## src/rtl/iot_sequencer.sv

```systemverilog
// PDP-8 IOT sequencer: timed IOP1/2/4 pulses, skip collection, device 00 interrupt system, IRQ priority.
// Ports: clk, reset_n, start, ir, skip_in, irq, instr_end, int_ack [, iot_wait when IOT_WAIT_EN] -> devsel, iop1/2/4, busy, done, inc_pc, ion, int_req, int_src.
module iot_sequencer #(
  parameter int NDEV  = 4,
  parameter int IOP_W = 2,
  parameter int GAP_W = 1,
  localparam int SW   = (NDEV > 1) ? $clog2(NDEV) : 1
) (
  input  logic            clk,
  input  logic            reset_n,
  input  logic            start,
  input  logic [11:0]     ir,
  input  logic            skip_in,
  input  logic [NDEV-1:0] irq,
  input  logic            instr_end,
  input  logic            int_ack,
`ifdef IOT_WAIT_EN
  input  logic            iot_wait,
`endif
  output logic [5:0]      devsel,
  output logic            iop1,
  output logic            iop2,
  output logic            iop4,
  output logic            busy,
  output logic            done,
  output logic            inc_pc,
  output logic            ion,
  output logic            int_req,
  output logic [SW-1:0]   int_src
);

  localparam int MAXW = (IOP_W > GAP_W) ? IOP_W : GAP_W;
  localparam int CW   = $clog2(MAXW + 1);

  typedef enum logic [2:0] {
    IDLE, P1, G1, P2, G2, P4, G4, FIN
  } state_t;

  state_t        state, state_n;
  logic [CW-1:0] cnt, cnt_n;
  logic [2:0]    pend, pend_n;
  logic          acc, acc_n;
  logic [5:0]    devsel_n;
  logic          ion_dly;
  logic          adv;
  logic          go;
  logic          fin_int;

  function automatic state_t first_p(input logic [2:0] b);
    state_t s;
    s = FIN;
    if (b[0])      s = P1;
    else if (b[1]) s = P2;
    else if (b[2]) s = P4;
    return s;
  endfunction

  function automatic logic [2:0] bit_of(input state_t s);
    logic [2:0] m;
    m = 3'b000;
    if (s == P1) m = 3'b001;
    if (s == P2) m = 3'b010;
    if (s == P4) m = 3'b100;
    return m;
  endfunction

  function automatic state_t gap_of(input state_t s);
    state_t g;
    g = G4;
    if (s == P1) g = G1;
    if (s == P2) g = G2;
    return g;
  endfunction

`ifdef IOT_WAIT_EN
  assign go = !iot_wait;
`else
  assign go = 1'b1;
`endif

  always_comb begin
    state_n  = state;
    cnt_n    = cnt;
    pend_n   = pend;
    acc_n    = acc;
    devsel_n = devsel;
    adv      = 1'b0;
    unique case (state)
      IDLE: begin
        if (start && ir[11:9] == 3'b110) begin
          devsel_n = ir[8:3];
          acc_n    = 1'b0;
          cnt_n    = '0;
          pend_n   = 3'b000;
          if (ir[8:3] == 6'd0) begin
            state_n = FIN;
          end else begin
            state_n = first_p(ir[2:0]);
            pend_n  = ir[2:0] & ~bit_of(state_n);
          end
        end
      end
      P1, P2, P4: begin
        if (int'(cnt) == IOP_W - 1) begin
          // Last pulse cycle: held while the device stalls.
          if (go) begin
            acc_n = acc | skip_in;
            cnt_n = '0;
            if (GAP_W > 0) state_n = gap_of(state);
            else           adv     = 1'b1;
          end
        end else begin
          cnt_n = cnt + CW'(1);
        end
      end
      G1, G2, G4: begin
        if (int'(cnt) == GAP_W - 1) begin
          cnt_n = '0;
          adv   = 1'b1;
        end else begin
          cnt_n = cnt + CW'(1);
        end
      end
      FIN: state_n = IDLE;
      default: state_n = IDLE;
    endcase
    if (adv) begin
      state_n = first_p(pend);
      pend_n  = pend & ~bit_of(state_n);
    end
  end

  always_ff @(posedge clk or negedge reset_n) begin
    if (!reset_n) begin
      state  <= IDLE;
      cnt    <= '0;
      pend   <= 3'b000;
      acc    <= 1'b0;
      devsel <= 6'd0;
    end else begin
      state  <= state_n;
      cnt    <= cnt_n;
      pend   <= pend_n;
      acc    <= acc_n;
      devsel <= devsel_n;
    end
  end

  assign iop1    = (state == P1);
  assign iop2    = (state == P2);
  assign iop4    = (state == P4);
  assign busy    = (state != IDLE);
  assign done    = (state == FIN);
  assign fin_int = done && (devsel == 6'd0);

  always_comb begin
    inc_pc = 1'b0;
    if (done) begin
      if (devsel != 6'd0)          inc_pc = acc;
      else if (ir[2:0] == 3'd0)    inc_pc = ion;
      else if (ir[2:0] == 3'd3)    inc_pc = |irq;
    end
  end

  // INT_ACK beats a same-cycle ION; INSTR_END in the ION's own DONE cycle does not clear the delay.
  always_ff @(posedge clk or negedge reset_n) begin
    if (!reset_n) begin
      ion     <= 1'b0;
      ion_dly <= 1'b0;
    end else if (int_ack) begin
      ion     <= 1'b0;
      ion_dly <= 1'b0;
    end else begin
      if (fin_int && (ir[2:0] == 3'd0 || ir[2:0] == 3'd2))
        ion <= 1'b0;
      else if (fin_int && ir[2:0] == 3'd1)
        ion <= 1'b1;
      if (fin_int && ir[2:0] == 3'd1)
        ion_dly <= 1'b1;
      else if (instr_end)
        ion_dly <= 1'b0;
    end
  end

  always_comb begin
    int_src = '0;
    for (int i = NDEV - 1; i >= 0; i--)
      if (irq[i]) int_src = SW'(i);
  end

  assign int_req = ion & (|irq) & ~ion_dly;

endmodule
```

## config.mk

```make
export PLATFORM = sky130hd
export DESIGN_NAME = iot_sequencer
export DESIGN_NICKNAME = d
export VERILOG_FILES = /design/src/rtl/iot_sequencer.sv
export SDC_FILE = /design/constraint.sdc
export NUM_CORES = 1
export LEC_CHECK = 0
export ABC_AREA = 1
export BUFFER_PORTS_ARGS = -buffer_cell sky130_fd_sc_hd__buf_2
export CORE_ASPECT_RATIO = 1.4
export CORE_UTILIZATION = 45
export DETAILED_ROUTE_END_ITERATION = 10
export HOLD_SLACK_MARGIN = 0.02
export PLACE_DENSITY = 0.84
export SYNTH_ARGS = -nofsm -noshare
export SYNTH_HDL_FRONTEND = slang
export SYNTH_SLANG_ARGS = --single-unit
```

## constraint.sdc

```tcl
create_clock -name clk -period 1.6 [get_ports clk]
set_input_delay 0.24 -clock clk [delete_from_list [all_inputs] [get_ports clk]]
set_output_delay 0.24 -clock clk [all_outputs]
set_load 0.01 [all_outputs]
```

After elaboration in Yosys (flattened, before gate mapping)
Index checks and enable logic that the tools add are counted.
- register bits: 17
- output and inout port bits: 16
- add/subtract/negate cells: 1
- equality and inequality tests: 22
- muxes and demuxes: 54
- bitwise logic cells: 8
- reduce and logical (&&, ||, !) cells: 27
- operators by type and width (cell ; number):
    $mux 3 ; 26
    $eq 3x3->1 const B ; 7
    $eq 3x2->1 const B ; 6
    $mux 2 ; 9
    $mux 1 ; 16
    $eq 3x1->1 const B ; 4
    $logic_not 6->1 ; 2
    $reduce_bool 3->1 ; 4
    $pmux 3 s3 ; 1
    $and 3x3->3 ; 2
    $logic_not 3->1 ; 2
    $ne 3x3->1 const B ; 2
    $not 3->3 ; 2
    $pmux 2 s3 ; 1
    $reduce_and 2->1 ; 3
    $reduce_and 3->1 ; 2
    $reduce_bool 2->1 ; 3
    $reduce_bool 6->1 ; 1
    $reduce_or 3->1 ; 2
    $logic_and 1x1->1 ; 4
    $ne 2x2->1 const B ; 2
    $reduce_bool 4->1 ; 1
    $reduce_or 4->1 ; 1
    $add 2x1->2 const B ; 1
    other kinds (7) ; 8

Longest topological paths before layout
Gate-level depths: netlist of run 1.
- depth in word-level cells: 19
- gate-level depth with buffers: 9

Worst setup path after synthesis of run 1
OpenSTA, ideal clock, no wires.
- path type: reg2reg
- start: reg state[2]
- end: reg pend[1]
- arrival time: 1.121 ns
- data required time: 1.480 ns
- path slack: 0.359 ns
- cell stages (with the launch flop): 7
- period minus slack after synthesis: 1.241 ns
- cell sequence: dfrtp_1 > inv_4 > nand3_2 > nor2_4 > nor2_2 > o21ai_1 > nand2_1
- word-level cells in the longest chain between the ends: 5
- elaborated cells between the ends (all ways): 10
- RTL lines (element ; RTL line ; text):
    from (decl) ; 39 ; state_t state, state_n;
    from (signal assigned) ; 141 ; state <= state_n;
    $eq 3x2->1 / $eq 3x3->1 (equally long branches) ; 88 ; unique case (state)
    $reduce_or 3->1 ; 88 ;
    $mux 1 ; n/a ;
    $reduce_bool 2->1 (no source line) ; n/a ;
    $reduce_and 2->1 (no source line) ; n/a ;
    to (signal assigned) ; 143 ; pend <= pend_n;
    to (decl) ; 41 ; logic [2:0] pend, pend_n;
Parallel ways exist; a longest one is shown, timed or not.
A chain may end at the register's enable or synchronous reset.

Worst setup path after layout of run 1
- start: reg devsel[4]
- end: out inc_pc
- word-level cells in the longest chain between the ends: 3
- RTL lines (element ; RTL line ; text):
    from (decl) ; 20 ; output logic [5:0] devsel,
    from (signal assigned) ; 145 ; devsel <= devsel_n;
    $reduce_bool 6->1 ; 159 ; if (devsel != 6'd0) inc_pc = acc;
    $mux 1 ; 159 ;
    $mux 1 ; 158 ; if (done) begin
    to (decl) ; 26 ; output logic inc_pc,
Every way passes these cells.

==> flow_summary.ini, run 1 <==
[layout]
layout_commonest_cell = nand2_1
final_area_um2 = 1513
final_cell_mix = nand2_1, buf_2, inv_1
n_fill_cell = 231
layout.nets = 245
drive_above_1_share = 0.3807
multi_input_area_um2 = 604.3
syn_to_final_growth_pct = 34.33
final_util = 0.6327
antenna_cells = 0
register_area_um2 = 427.9

[status]
outcome = finished with violations
violations = setup timing

[die]
coreArea_um2 = 2391
die_w_um = 44.28
die-area_um2 = 2709
pin_count = 38
die_h_um = 61.19
initial_utilization = 0.4710
row_count = 21

[global_route]
grt_use_met2 = 0.4118
gr-max-usage-layer = met2
track_usage = 0.2159
overflow = 0
grt_start_max_net_pins = 18
globalRouteMet1Util = 0.2234
grt_pass1_wl_um = 4229
grt_pass1_vias = 1058
antenna_found_initial = 0
grtUsageMet3 = 0.02933

[setup_path]
rr_endpoint = ion
reg2reg_slack_ns = 0.13
r2r_start = devsel[4]
critPathLaunchType = flip-flop
crit_required_ns = 1.36
cp_max_fo = 2
ff2ff_path_depth = 10
path_class = flip-flop to primary output
cp-end-kind = primary output
worst-endpoint-arrival_ns = 1.37

[synthesis]
synth_top_family_by_area = simple AND/OR/NAND/NOR gates
synth_nets = 189
synth.avg_cell_area_um2 = 6.908
synth_xor_xnor_area_share = 0
yosysTopAreaCellShare = 0.3778
synthAdderAreaFrac = 0.04444
ys_seq_area_frac = 0.3778
yosysUniqueCellTypes = 22
synth_seq_cells = 17
synth_compound_area_frac = 0.07556
netlist_instances = 163
synth_area_um2 = 1126
muxShareOfSynthArea = 0
synth.area.top_cells = dfrtp_1, nand2_1, inv_1
ys.warnings.count = 0
synthSimpleGateAreaFrac = 0.4000
synth_top_area_cell = dfrtp_1

[routing]
dr.pass1.iters = 4
wl_per_cell_um = 10.68
via_per_inst = 4.770
final_antenna_net_count = 0
routed_wl_um = 2692
drtIter0Drc = 15
vias = 1202
drc = 0

[sta]
hold_viol = 0
setup_slack_ns = -0.01396
slew_headroom = 0.7297
setup_violations = 1
max_freq_mhz = 619.6
fin_crit_ns = 1.614
finClkSkew_ns = 0.01606
tightest_slew_ns = 0.4054
post-route-period-util = 1.009
slew_violations = 0
rsz0062_at_grt = yes

[power_and_ir_drop]
power_density_nw_per_um2 = 1683
p_leak_nw = 0.8812
vdd_drop_max_uv = 1088

[cts]
clockRootBuffer = clkbuf_4
h-tree-depth = 1
cts-buffers-inserted = 3
clkLatencyLatePin_ns = 0.31
cts_sinks = 17
cts_tree = done
clkTransAtPathRegs_ns = 0.12
ctsLongestPathBuffers = 2

[hold_path]
hp-start = int_ack
min_to = ion_dly
hp-class = input port to flip-flop
min_path_cells = 2

[place]
gp_congestion = 0.8541
post-place-ws_ns = 0.1875
place_area_um2 = 1346
port_buffers = 37
dp_hpwl_um = 2049

[run]
drv_cap = 0
## cell usage after synthesis
cell type and n:
nor3_1 3, a21oi_2 1, ha_1 4, nand2_2 3, inv_2 6, buf_4 1, o211ai_1 2, nand4_1 2
a31oi_1 1, dfrtp_1 17, nand3_2 3, nand3_1 11, inv_4 1, o21ai_0 4, nor2_2 2, inv_1 21
nor2_1 20, nand3_4 1, o21ai_1 1, a21oi_1 6, nand2_1 51, nor2_4 2
## worst max-delay path by stage
stage	from	end	slack [ns]	cells after the start
3_5_place_dp	state[0]	pend[1]	0.19	6
2_1_floorplan	state[2]	pend[1]	0.36	6
5_1_grt	devsel[3]	inc_pc	-0.12	6
4_1_cts	devsel[4]	inc_pc	0.0003	6
3_3_place_gp	state[0]	pend[1]	0.22	6
6_report	devsel[4]	inc_pc	-0.01	6
## registers in the layout, indices dropped and copies added, names as in the netlist
signal	count
state	3
ion_dly	1
cnt	2
acc	1
devsel	6
ion	1
pend	3
## cell families after synthesis
kind of cell / count (synthesis)
flops: 17
buf+inv: 29
compound gates: 15
fa+ha+maj: 4
simple gates: 98
## worst max-delay path: stages (launching register included)
cell and delay, ns:
dfrtp_1 0.41, nor2_2 0.16, nand3_2 0.10, inv_2 0.08, nand2_2 0.06, a21oi_2 0.12
buf_2 0.13
## timing repair
item,4_1_cts,5_1_grt
pin swaps,4,4
hold buffers,1,0
hold endpoints to repair,17,0
buffers inserted,12,2
resized for setup,7,2
setup endpoints to repair,1,1
## layout make-up
cell class	count	area share
sequential	17	0.2829
clock buffer	3	0.01489
clock inverter	1	0.004963
multi-input combinational	117	0.3995
tap	34	0.02812
timing repair buffer	52	0.1985
inverter	28	0.07113
## power breakdown
part / switching [W] / internal (W)
sequential: 0.000157 / 0.000588
clock: 0.000151 / 0.0000955
combinational: 0.000867 / 0.000688
## layer usage
| layer | wire length (µm) | vias to the layer above |
|---|---|---|
| li1 | - | 621 |
| met1 | 1050 | 537 |
| met2 | 1448 | 38 |
| met3 | 116 | 6 |
| met4 | 76 | 0 |
| met5 | 0 | - |
## stage by stage
| step | power [W] | hold slack [ns] | setup TNS (ns) | cells |
|---|---|---|---|---|
| 6_report | 0.002546 | 0.09982 | -0.01396 | 252 |
| 2_1_floorplan | 0.001612 | -0.05559 | 0 | 163 |
| 5_1_grt | 0.002764 | 0.08776 | -0.1198 | 252 |
| 3_3_place_gp | 0.001916 | 0.1874 | 0 | 233 |
| 3_5_place_dp | 0.001949 | 0.1930 | 0 | 233 |
| 4_1_cts | 0.002475 | 0.09455 | 0 | 250 |
Note: power is estimated with default switching activity, not from simulation.
==> inputs of run 2 (changes only) <==
==> constraint.sdc (replaced) <==
create_clock -name clk -period 1.8 [get_ports clk]
set_input_delay 0.27 -clock clk [delete_from_list [all_inputs] [get_ports clk]]
set_output_delay 0.27 -clock clk [all_outputs]
set_load 0.01 [all_outputs]
==> run 2 against run 1 <==
The flow now finishes without violations. Sequential power fell by 11%. Sequential share of layout area increased by 2.5 points. First-iteration DRC count is 27% higher. Worst setup slack gained 0.083 ns. Clock power down 13%. Largest cell class unchanged. Highest routed layer unchanged.
==> flow_summary.ini, run 2 (synthesis gave the netlist of run 1 again) <==
[layout]
layout_commonest_cell = nand2_1
reg_top3 = devsel: 6 flops, pend: 3 flops, state: 3 flops
antenna_cells = 0
final_cell_mix = nand2_1, buf_2, inv_1
n_fill_cell = 250
final_cells = 238
final_area_um2 = 1388
largest_register_ffs = 6
drive_above_1_share = 0.3039
syn_to_final_growth_pct = 23.22
regMostFlops = devsel
layout.nets = 231

[sta]
max_freq_mhz = 577.8
hold_viol = 0
fin_crit_ns = 1.731
whs_ns = 0.1280
rsz0062_at_grt = no
setup_tns_ns = 0
tightest_slew_ns = 0.3907
finClkSkew_ns = 0.005051
post-route-period-util = 0.9615
slew_headroom = 0.7395
setup_violations = 0
slew_violations = 0

[cts]
h-tree-depth = 1
clockRootBuffer = clkbuf_4
cts_sinks = 17
clkTransAtPathRegs_ns = 0.10
cts-buffers-inserted = 3
postCtsSetupRepairBufs = 0
ctsLongestPathBuffers = 2
cts_tree = done
clkLatencyLatePin_ns = 0.30

[hold_path]
hp-class = input port to flip-flop

[power_and_ir_drop]
vdd_drop_max_uv = 832.8
p_leak_nw = 0.8156
power_density_nw_per_um2 = 1388
p_total_w = 0.001926

[global_route]
grt_use_met2 = 0.3824
track_usage = 0.2060
grt_pass1_vias = 1079
overflow = 0
globalRouteMet1Util = 0.2118
grt_pass1_wl_um = 4112
gr-max-usage-layer = met2
grtUsageMet3 = 0.03519
grt_start_max_net_pins = 18
antenna_found_initial = 0

[routing]
via_per_inst = 4.744
wl_per_cell_um = 10.14
vias = 1129
dr.pass1.iters = 4
drc = 0
final_antenna_net_count = 0
drtIter0Drc = 19
routed_wl_um = 2414

[setup_path]
crit_required_ns = 1.53
rr_endpoint = pend[1]
path_class = flip-flop to primary output
cp-end-kind = primary output
setup.worst_path.start = devsel[5]
cp_max_fo = 3
crit_path_end = inc_pc
worst-endpoint-arrival_ns = 1.46
reg2reg_slack_ns = 0.35
r2r_start = state[0]
critPathLaunchType = flip-flop
ff2ff_path_depth = 6

[place]
dp_cells = 233
dp_hpwl_um = 1971
place_area_um2 = 1346
gp_congestion = 0.8448
port_buffers = 37

[die]
die_w_um = 44.28
die-area_um2 = 2709
coreArea_um2 = 2391
initial_utilization = 0.4710
row_count = 21
die_h_um = 61.19
pin_count = 38

[run]
drv_cap = 0

[status]
outcome = finished clean
[run 2: how the worst min path moves through the flow]
stage / slack [ns] / depth (start not counted) / start / endpoint
2_1_floorplan: -0.03 / 0 / reset_n / acc
3_3_place_gp: 0.22 / 1 / reset_n / pend[1]
3_5_place_dp: 0.22 / 1 / reset_n / pend[2]
4_1_cts: 0.12 / 2 / int_ack / ion_dly
5_1_grt: 0.12 / 2 / int_ack / ion_dly
6_report: 0.13 / 2 / int_ack / ion_dly
[run 2: metal layers]
layer	up-vias	wire, µm
met5	-	0
met4	0	75
met3	7	83
met2	33	1226
met1	502	1029
li1	587	-
[run 2: cell type report]
class,count,area [µm²],area share
Sequential cell,17,426.7,0.3075
Inverter,28,107.6,0.07755
Tap cell,34,42.54,0.03066
Clock inverter,1,5.005,0.003607
Clock buffer,3,22.52,0.01623
Multi-Input combinational cell,117,588.1,0.4238
Timing Repair Buffer,38,195.2,0.1407
[run 2: metrics by stage]
step / setup WS [ns] / utilization
6_report: 0.06922 / 0.5803
3_3_place_gp: 0.3799 / 0.5631
5_1_grt: 0.0004743 / 0.5803
4_1_cts: 0.04999 / 0.5788
3_5_place_dp: 0.3549 / 0.5631
2_1_floorplan: 0.5587 / -
[run 2: power by group]
part	switching (W)	internal, W	leakage [nW]
combinational	0.000659	0.000389	0.579
sequential	0.000144	0.000521	0.219
clock	0.000130	0.0000830	0.0177
[run 2: repair_timing]
action                     4_1_cts  5_1_grt
hold endpoints to repair        17        0
resized for setup                0        2
hold buffers                     1        0
setup endpoints to repair        0        1
[run 2: worst max-delay path, cell delays in order, from the launching register on]
cell and delay (ns):
dfrtp_1 0.41, nor2_1 0.16, nand3_1 0.13, inv_1 0.09, nand2_1 0.05, a21oi_1 0.16, buf_2 0.16
